## src/rtl/eth_rx_pkg.sv

```systemverilog
// Shared constants, FSM encoding and the CRC-32 byte step for the RMII receiver.
package eth_rx_pkg;

  localparam int          pMII_WIDTH = 2;
  localparam logic [1:0]  PRE_DIBIT  = 2'b01;
  localparam logic [1:0]  SFD_DIBIT  = 2'b11;
  localparam logic [31:0] CRC_POLY   = 32'h04C1_1DB7;
  localparam logic [31:0] CRC_INIT   = 32'hFFFF_FFFF;
  localparam logic [31:0] CRC_XOROUT = 32'hFFFF_FFFF;

  typedef enum logic [1:0] {
    ST_IDLE     = 2'd0,
    ST_PREAMBLE = 2'd1,
    ST_DATA     = 2'd2,
    ST_DROP     = 2'd3
  } rx_state_e;

  function automatic logic [31:0] reflect32(input logic [31:0] v);
    logic [31:0] r;
    for (int i = 0; i < 32; i++) r[i] = v[31-i];
    return r;
  endfunction

  // The wire carries bits LSB-first, so the shift register runs in reflected form.
  function automatic logic [31:0] crc32_byte(input logic [31:0] crc, input logic [7:0] data);
    logic [31:0] c;
    logic [31:0] p;
    p = reflect32(CRC_POLY);
    c = crc ^ {24'd0, data};
    for (int i = 0; i < 8; i++) c = c[0] ? ((c >> 1) ^ p) : (c >> 1);
    return c;
  endfunction

endpackage

```

## src/rtl/eth_rx_crc.sv

```systemverilog
// CRC-32 accumulator: one byte per i_valid, restarted by i_clr; o_crc is the complemented result.
module eth_rx_crc
  import eth_rx_pkg::*;
(
  input  logic        Clk,
  input  logic        Rst,
  input  logic        i_clr,
  input  logic        i_valid,
  input  logic [7:0]  i_byte,
  output logic [31:0] o_crc
);

  logic [31:0] r_crc;
  logic [31:0] w_next;

  always_comb w_next = crc32_byte(r_crc, i_byte);

  always_ff @(posedge Clk) begin
    if (Rst || i_clr) begin
      r_crc <= CRC_INIT;
    end else if (i_valid) begin
      r_crc <= w_next;
    end
  end

  assign o_crc = r_crc ^ CRC_XOROUT;

endmodule

```

## src/rtl/eth_rx.sv

```systemverilog
// RMII receive path: preamble/SFD qualification, LSB-first byte assembly, and
// per-frame CRC, alignment and length status reported three clocks after carrier drop.
module eth_rx
  import eth_rx_pkg::*;
#(
  parameter int pMin_Preamble = 8,
  parameter int pMin_Len      = 64,
  parameter int pMax_Len      = 1518
) (
  input  logic                  Clk,
  input  logic                  Rst,
  input  logic [pMII_WIDTH-1:0] Rxd,
  input  logic                  Crs_Dv,
  output logic [7:0]            Rx_Byte,
  output logic                  Rx_Byte_Valid,
  output logic                  Rx_Sof,
  output logic                  Rx_Done,
  output logic                  Rx_Crc_Err,
  output logic                  Rx_Align_Err,
  output logic                  Rx_Len_Err,
  output logic [10:0]           Rx_Len
);

  localparam logic [10:0] LEN_SAT = 11'd2047;
  localparam logic [10:0] MIN_LEN = 11'(pMin_Len);
  localparam logic [10:0] MAX_LEN = 11'(pMax_Len);
  localparam logic [7:0]  MIN_PRE = 8'(pMin_Preamble);

  rx_state_e             r_state;
  logic [pMII_WIDTH-1:0] r_rxd;
  logic                  r_crs_dv;
  logic [7:0]            r_byte;
  logic [1:0]            r_dibit_cnt;
  logic [7:0]            r_pre_cnt;
  logic [10:0]           r_len;
  logic [31:0]           r_fcs;
  logic                  r_sof_seen;
  logic                  r_end1;
  logic                  r_end2;

  logic [7:0]  w_byte;
  logic [10:0] w_len_inc;
  logic [7:0]  w_pre_base;
  logic        w_sfd;
  logic        w_counting;
  logic        w_byte_done;
  logic        w_crc_valid;
  logic [31:0] w_crc;

  // The first dibit of a burst is judged in IDLE itself, so it counts toward the preamble.
  always_comb begin
    w_byte      = {r_rxd, r_byte[7:2]};
    w_len_inc   = (r_len == LEN_SAT) ? LEN_SAT : r_len + 11'd1;
    w_pre_base  = (r_state == ST_IDLE) ? 8'd0 : r_pre_cnt;
    w_sfd       = r_crs_dv && ((r_state == ST_IDLE) || (r_state == ST_PREAMBLE)) &&
                  (r_rxd == SFD_DIBIT) && (w_pre_base >= MIN_PRE);
    w_counting  = r_crs_dv && ((r_state == ST_DATA) || ((r_state == ST_DROP) && r_sof_seen));
    w_byte_done = w_counting && (r_dibit_cnt == 2'd3);
    w_crc_valid = w_byte_done && (r_len >= 11'd4);
  end

  // Bytes leaving the 4-byte FCS delay line are the ones folded into the CRC.
  eth_rx_crc u_crc (
    .Clk     (Clk),
    .Rst     (Rst),
    .i_clr   (w_sfd),
    .i_valid (w_crc_valid),
    .i_byte  (r_fcs[7:0]),
    .o_crc   (w_crc)
  );

  assign Rx_Byte = r_byte;

  // Input register, receive FSM, byte assembly and the end-of-frame status pipeline.
  always_ff @(posedge Clk) begin
    if (Rst) begin
      r_state       <= ST_IDLE;
      r_rxd         <= '0;
      r_crs_dv      <= 1'b0;
      r_byte        <= 8'd0;
      r_dibit_cnt   <= 2'd0;
      r_pre_cnt     <= 8'd0;
      r_len         <= 11'd0;
      r_fcs         <= 32'd0;
      r_sof_seen    <= 1'b0;
      r_end1        <= 1'b0;
      r_end2        <= 1'b0;
      Rx_Byte_Valid <= 1'b0;
      Rx_Sof        <= 1'b0;
      Rx_Done       <= 1'b0;
      Rx_Crc_Err    <= 1'b0;
      Rx_Align_Err  <= 1'b0;
      Rx_Len_Err    <= 1'b0;
      Rx_Len        <= 11'd0;
    end else begin
      r_rxd         <= Rxd;
      r_crs_dv      <= Crs_Dv;
      Rx_Byte_Valid <= 1'b0;
      Rx_Sof        <= 1'b0;
      r_end1        <= 1'b0;
      r_end2        <= r_end1;
      Rx_Done       <= r_end2;
      if (r_end2) begin
        Rx_Len       <= r_len;
        Rx_Align_Err <= (r_dibit_cnt != 2'd0);
        Rx_Len_Err   <= (r_len < MIN_LEN) || (r_len > MAX_LEN);
        Rx_Crc_Err   <= (r_len < 11'd4) || (w_crc != r_fcs);
      end
      case (r_state)
        ST_IDLE, ST_PREAMBLE: begin
          r_sof_seen <= 1'b0;
          if (!r_crs_dv) begin
            r_state   <= ST_IDLE;
            r_pre_cnt <= 8'd0;
          end else if (r_rxd == PRE_DIBIT) begin
            r_state   <= ST_PREAMBLE;
            r_pre_cnt <= (w_pre_base == 8'hFF) ? 8'hFF : w_pre_base + 8'd1;
          end else if (w_sfd) begin
            r_state     <= ST_DATA;
            r_dibit_cnt <= 2'd0;
            r_len       <= 11'd0;
            r_fcs       <= 32'd0;
          end else if ((r_rxd == 2'b00) && (w_pre_base == 8'd0)) begin
            r_state <= ST_PREAMBLE;
          end else begin
            r_state <= ST_DROP;
          end
        end
        ST_DATA, ST_DROP: begin
          if (!r_crs_dv) begin
            r_state <= ST_IDLE;
            r_end1  <= r_sof_seen;
          end else if (w_counting) begin
            r_byte      <= w_byte;
            r_dibit_cnt <= r_dibit_cnt + 2'd1;
            if (w_byte_done) begin
              r_len <= w_len_inc;
              r_fcs <= {w_byte, r_fcs[31:8]};
              if ((r_state == ST_DATA) && (w_len_inc == MAX_LEN + 11'd1)) begin
                r_state <= ST_DROP;
              end else if (r_state == ST_DATA) begin
                Rx_Byte_Valid <= 1'b1;
                Rx_Sof        <= (r_len == 11'd0);
                r_sof_seen    <= 1'b1;
              end
            end
          end
        end
        default: r_state <= ST_IDLE;
      endcase
    end
  end

endmodule

```

## config.mk

```make
export PLATFORM = sky130hd
export DESIGN_NAME = eth_rx
export DESIGN_NICKNAME = d
export VERILOG_FILES = /design/src/rtl/eth_rx_pkg.sv /design/src/rtl/eth_rx_crc.sv /design/src/rtl/eth_rx.sv
export SDC_FILE = /design/constraint.sdc
export NUM_CORES = 1
export LEC_CHECK = 0
export BUFFER_PORTS_ARGS = -buffer_cell sky130_fd_sc_hd__buf_2
export CAP_MARGIN = 0
export CORE_MARGIN = 10
export CORE_UTILIZATION = 60
export DETAILED_ROUTE_END_ITERATION = 16
export PLACE_DENSITY_LB_ADDON = 0.2
export SYNTH_ARGS = -nofsm -noshare
export SYNTH_HDL_FRONTEND = slang
export SYNTH_HIERARCHICAL = 1
export SYNTH_SLANG_ARGS = --single-unit
```

## constraint.sdc

```tcl
create_clock -name Clk -period 4.1 [get_ports Clk]
set_input_delay 0.82 -clock Clk [delete_from_list [all_inputs] [get_ports Clk]]
set_output_delay 0.82 -clock Clk [all_outputs]
set_load 0.02 [all_outputs]
```

Yosys cells after proc, flatten, opt, wreduce, memory -nomap -nowiden
Index checks and enable logic that the tools add are counted.
{"block": "op_classes", "n_addsub": 3, "n_reduce_logical": 30, "n_bitwise": 15, "eq_ne": 22, "magnitude_cmp": 5, "mux": 49}
{"operator": "$mux W32", "count": 14}
{"operator": "$not A13 Y14", "count": 8}
{"operator": "$mux W11", "count": 7}
{"operator": "$pmux W32 S2", "count": 1}
{"operator": "$mux W8", "count": 4}
{"operator": "$ne A32 B32 Y1", "count": 1}
{"operator": "$not A32 Y32", "count": 1}
{"operator": "$xor A32 B8 Y32", "count": 1}
{"operator": "$mux W2", "count": 13}
{"operator": "$eq A11 B11 Y1 const B", "count": 2}
{"operator": "$pmux W11 S2", "count": 1}
{"operator": "$ne A2 B2 Y1 const B", "count": 7}
{"operator": "$add A11 B1 Y11 const B", "count": 1}
{"operator": "$ge A11 B3 Y1 const B", "count": 1}
{"operator": "$gt A11 B11 Y1 const B", "count": 1}
{"operator": "$logic_not A11 Y1", "count": 1}
{"operator": "$lt A11 B3 Y1 const B", "count": 1}
{"operator": "$lt A11 B7 Y1 const B", "count": 1}
{"operator": "$reduce_and A5 Y1", "count": 2}
{"operator": "$logic_and A1 B1 Y1", "count": 9}
{"operator": "$ne A3 B3 Y1 const B", "count": 3}
{"operator": "$add A8 B1 Y8 const B", "count": 1}
{"operator": "$eq A2 B2 Y1 const B", "count": 4}
{"operator": "$eq A8 B8 Y1 const B", "count": 1}
{"operator": "other kinds (19)", "count": 38}
{"block": "word_totals", "output_inout_bits": 25, "elab_cells": 143, "input_bits": 5, "ff_bits": 118}

Depth between registers and ports, before layout
{"block": "logic_depth", "depth_word": 17, "ltp_mapped": 10, "mapped_depth_nobuf": 9}

By module
The synthesis kept the hierarchy.
{"mod": "eth_rx", "cells_each": 488, "seq_area_each_um2": 1721.7, "n_inst": 1, "area_each_um2": 4080.2}
{"mod": "eth_rx_crc", "cells_each": 212, "seq_area_each_um2": 640.6, "n_inst": 1, "area_each_um2": 1910.6}

Worst setup path before layout
No wires, ideal clock.
{"block": "synth_timing", "path_kind": "flip-flop to flip-flop", "start": "register r_state[0]", "end": "register r_pre_cnt[6]", "stages_incl_launch_ff": 11, "t_arrival_ps": 1805, "n_path_buf": 1, "required_ps": 3967, "setup_slack_ps": 2162, "synth_period_minus_slack_ps": 1938, "setup_ps": 133, "cell_sequence": "dfxtp_1 or2_2 clkbuf_1 nand2_1 inv_1 ha_1 and3_1 nand3_1 or3_1 a21oi_1 nor3_1"}
{"block": "synth_between", "elab_chain_len": 6, "word_cells_on_any_way": 10, "cone_classes": "add/sub: 1; eq/ne: 2; mux: 4; reduce/logical: 3"}
{"item": "from (decl)", "line_no": "eth_rx.sv:29", "source": "rx_state_e r_state;"}
{"item": "from (signal assigned)", "line_no": "eth_rx.sv:77", "source": "r_state <= ST_IDLE;"}
{"item": "from (signal assigned)", "line_no": "eth_rx.sv:113", "source": "r_state <= ST_IDLE;"}
{"item": "from (signal assigned)", "line_no": "eth_rx.sv:116", "source": "r_state <= ST_PREAMBLE;"}
{"item": "$logic_not A2 Y1", "line_no": "eth_rx.sv:54, eth_rx.sv:109"}
{"item": "$mux W8", "line_no": "eth_rx.sv:54", "source": "w_pre_base = (r_state == ST_IDLE) ? 8'd0 : r_pre_cnt;"}
{"item": "$add A8 B1 Y8 / $eq A8 B8 Y1 (equally long branches)", "line_no": "eth_rx.sv:117", "source": "r_pre_cnt <= (w_pre_base == 8'hFF) ? 8'hFF : w_pre_base + 8'd1;"}
{"item": "$mux W8", "line_no": "eth_rx.sv:117"}
{"item": "$mux W8", "line_no": "eth_rx.sv:115", "source": "end else if (r_rxd == PRE_DIBIT) begin"}
{"item": "$mux W8", "line_no": "eth_rx.sv:112", "source": "if (!r_crs_dv) begin"}
{"item": "to (signal assigned)", "line_no": "eth_rx.sv:117"}
{"item": "to (decl)", "line_no": "eth_rx.sv:34", "source": "logic [7:0] r_pre_cnt;"}
Parallel ways exist; a longest one is shown, timed or not. The select of a mux whose other input is x is not followed.
A chain may end at the register's enable or synchronous reset.

Worst setup path in the final report
{"block": "layout_timing", "start": "register r_state[1]", "end": "register u_crc.r_crc[14]"}
{"block": "layout_between", "elab_chain_len": 6, "word_cells_on_any_way": 16, "cone_classes": "order compare: 1; eq/ne: 3; mux: 1; reduce/logical: 11"}
{"item": "$eq A2 B2 Y1", "line_no": "eth_rx.sv:57", "source": "w_counting = r_crs_dv && ((r_state == ST_DATA) || ((r_state == ST_DROP) && r_sof_seen));"}
{"item": "$logic_and A1 B1 Y1", "line_no": "eth_rx.sv:57"}
{"item": "$logic_or A1 B1 Y1 *", "line_no": "eth_rx.sv:57"}
{"item": "$logic_and A1 B1 Y1 *", "line_no": "eth_rx.sv:57"}
{"item": "$logic_and A1 B1 Y1 *", "line_no": "eth_rx.sv:58", "source": "w_byte_done = w_counting && (r_dibit_cnt == 2'd3);"}
{"item": "$logic_and A1 B1 Y1 *", "line_no": "eth_rx.sv:59", "source": "w_crc_valid = w_byte_done && (r_len >= 11'd4);"}
{"item": "via w_crc_valid", "line_no": "eth_rx.sv:47", "source": "logic w_crc_valid;"}
{"item": "to (signal assigned)", "line_no": "eth_rx_crc.sv:22", "source": "r_crc <= w_next;"}
{"item": "to (decl)", "line_no": "eth_rx_crc.sv:13", "source": "logic [31:0] r_crc;"}
Mark *: on every way through the listed nets, which the timed path passes. The rest lies on a longest branch.

==> metrics <==
largest net degree at the start of global routing 46; post-cts sizing count 0; Post-synth ARST share 0%; Post-Syn Instances 700; worst path bufs/invs 2; Max Slew Vio Count 0; Primary FF master, synth dfxtp_1; row cnt 36; initial antenna violation count 0; Port Buf Inserts 29; pwr dens 392 nW/um^2; Num CTS Buffers 17; Syn Area/Cell 8.56 um^2; IO Pins 30; GR Util All Layers 20.3%; wire per inst 16.5 um; Max-Cap Viols 0; Clock Pin Slew Worst Setup and Hold Paths 0.06 ns; final critical-path share of the clock period 68.7%; sequential share of the synthesized area 39.4%; Setup Buffers After CTS 0; Synth Register Bits 118; global route overflow 0; critical path class register to register; Worst Max-Slew Pin Slew 1.22 ns; leading area contributor after synthesis dfxtp_1; Final GP Congestion 0.883; DR vias 4852; CP delay by family, top compound AO/OA/AOI/OAI gates; fin nets 721; post-route cell area 6730 um^2; min cycle time layout 2.82 ns; total wire length 14100 um; max frequency 0.355 GHz; post-synthesis cell type count 50; clock sinks 118; Critical Path RT 4.52 ns; Starting Density 61.6%; Hold Crit Class register to register; HPWL Detailed 9490 um; hold_buf cts 0; Worst Skew 0.00761 ns; Die Y-Extent 120 um; Post-synth EDFFs 0; critical path's slowest cell dfxtp_1; TritonCTS clock tree built; CP max FO 41; Die W 120 um; core area 9730 um^2; synthesized area 5990 um^2; final core utilization 69.2%; ANT nets after route 0; CTS max path bufs 2; Power Total 0.00264 W; relative slew slack 18.4%; first-pass GRT wire length 23600 um; clock share of power 55.0%; layout cell share with drive strength beyond 1 12.0%; Crit. End Element register; CP max stage delay 0.68 ns; drt first-iter violations 515; P_int 0.00207 W; P_sw 0.000568 W; Leak Pwr 2.84 nW; RSZ-0062 raised after global routing false; Synth Net Count 711; Worst-Skew Late Latency 0.53 ns; Setup TNS Final 0 ns; drt drc 0; part of the power in registers 43.7%; die area 14400 um^2; area share of the largest cell type after synthesis 39.4%; largest cells by area after synthesis dfxtp_1 (39%), xnor2_1 (8.9%), nand2_1 (5.3%); crit path launch type register; outcome finished, final reports clean; Fin Hold WS 0.450 ns; Arr. time, crit path 3.23 ns; Sw Share 21.5%; Placed Area 6150 um^2; htree depth 4; Hold Fails Final Rpt 0; VDD IR-drop max 0.473 mV; First-pass DRT Iterations 5; n_diodes 0; area delta synth->final 12.4%; Finish-stage setup viols 0; Synth Warn # 6; CP Cell Sequence nand2_1 > a211oi_1 > nor2b_2 > buf_4 > inv_1 > a211o_1; Logic pwr share 1.3%; Vias/cell 5.67; Root Buffer clkbuf_8; vias in the first global route 4792
[kinds of logic (layout without fill, tap and decap cells)]
group | Yosys count | count (layout) | synth area share [%]
AOI/OAI and AO/OA | 129 | 129 | 13.3
xor gates and xnor gates | 106 | 106 | 17.6
adders and majority gates | 6 | 6 | 1.25
buffers and inverters | 88 | 111 | 6.18
DFF | 118 | 118 | 39.4
muxes | 20 | 20 | 3.34
and+or+nand+nor | 233 | 233 | 18.9
[synth_stat cells, types with 2 or more instances]
cell type / count
a211o_1: 3
a211oi_1: 4
a21o_1: 2
a21oi_1: 61
a31oi_1: 4
a41oi_1: 4
and3_1: 6
and4_1: 5
buf_2: 5
buf_6: 4
clkbuf_1: 33
dfxtp_1: 118
ha_1: 6
inv_1: 44
mux2i_1: 20
nand2_1: 84
nand2b_1: 2
nand3_1: 48
nand4_1: 5
nor2_1: 40
nor2b_1: 10
nor3_1: 10
nor3_2: 5
nor4_1: 6
o211ai_1: 29
o21ai_0: 14
or2_2: 2
or3_1: 2
or4_1: 3
xnor2_1: 61
xnor2_2: 8
xnor3_1: 3
xor2_1: 32
[cell usage in the layout, fill, tap and decap left out, types with 4 or more instances in the layout]
cell / Yosys / layout
a211oi_1: 4 / 4
a21oi_1: 61 / 61
a31oi_1: 4 / 4
a41oi_1: 4 / 4
and3_1: 6 / 6
and4_1: 5 / 5
buf_2: 5 / 29
buf_4: 1 / 6
clkbuf_16: 0 / 16
clkbuf_8: 0 / 4
clkinv_4: 0 / 4
dfxtp_1: 118 / 118
ha_1: 6 / 6
inv_1: 44 / 44
mux2i_1: 20 / 20
nand2_1: 84 / 84
nand3_1: 48 / 48
nand4_1: 5 / 5
nor2_1: 40 / 39
nor2b_1: 10 / 9
nor3_1: 10 / 10
nor3_2: 5 / 5
nor4_1: 6 / 6
o211ai_1: 29 / 29
o21ai_0: 14 / 14
xnor2_1: 61 / 61
xnor2_2: 8 / 8
xor2_1: 32 / 32
[worst paths after layout]
path                                  from  cells after the start              end  slack (ns)
worst min-delay path                r_end1                      1           r_end2        0.45
worst min register to register      r_end1                      1           r_end2        0.45
worst max-delay path            r_state[1]                      6  u_crc/r_crc[14]        1.28
worst max register to register  r_state[1]                      6  u_crc/r_crc[14]        1.28
[final cells by class]
cell class | instances | area (um^2)
Timing Repair Buffer | 35 | 190
Tap cell | 133 | 166
Fill cell | 813 | 3000
Multi-Input combinational cell | 494 | 3260
Sequential cell | 118 | 2360
Clock inverter | 10 | 123
Clock buffer | 22 | 463
Inverter | 44 | 165
[power groups by stage]
stage / combinational (W) / sequential, W / clock (W)
after floorplan: 0.0000264 / 0.00118 / 0
after CTS: 0.0000349 / 0.00115 / 0.00147
after global placement: 0.0000338 / 0.00118 / 0
after detailed placement: 0.0000347 / 0.00118 / 0
after global routing: 0.0000389 / 0.00115 / 0.00152
final: 0.0000348 / 0.00115 / 0.00145
[through the flow]
| stage | instances | setup slack, ns |
|---|---|---|
| after floorplan | 700 | 2.16 |
| after global placement | 824 | 1.44 |
| after detailed placement | 824 | 1.36 |
| after CTS | 856 | 1.31 |
| after global routing | 856 | 0.991 |
| final | 856 | 1.28 |
[layer usage]
metal | GRT usage (%) | up-vias | part of all wire [%]
li1 | - | 2393 | -
met1 | 23.5 | 2304 | 43
met2 | 34.4 | 127 | 50
met3 | 5.91 | 28 | 4.5
met4 | 7.99 | 0 | 2.0
met5 | 0 | - | 0
[state kept, by name (all words and copies together) (netlist names)]
name	flops
Rx_Len_Err	1
r_state	2
Rx_Sof	1
Rx_Crc_Err	1
r_dibit_cnt	2
r_len	11
r_rxd	2
r_end1	1
Rx_Align_Err	1
u_crc/r_crc	32
Rx_Len	11
r_pre_cnt	8
Rx_Done	1
Rx_Byte_Valid	1
r_fcs	32
r_end2	1
Rx_Byte	8
r_crs_dv	1
r_sof_seen	1
No activity file was read; power rests on OpenSTA's default activity.
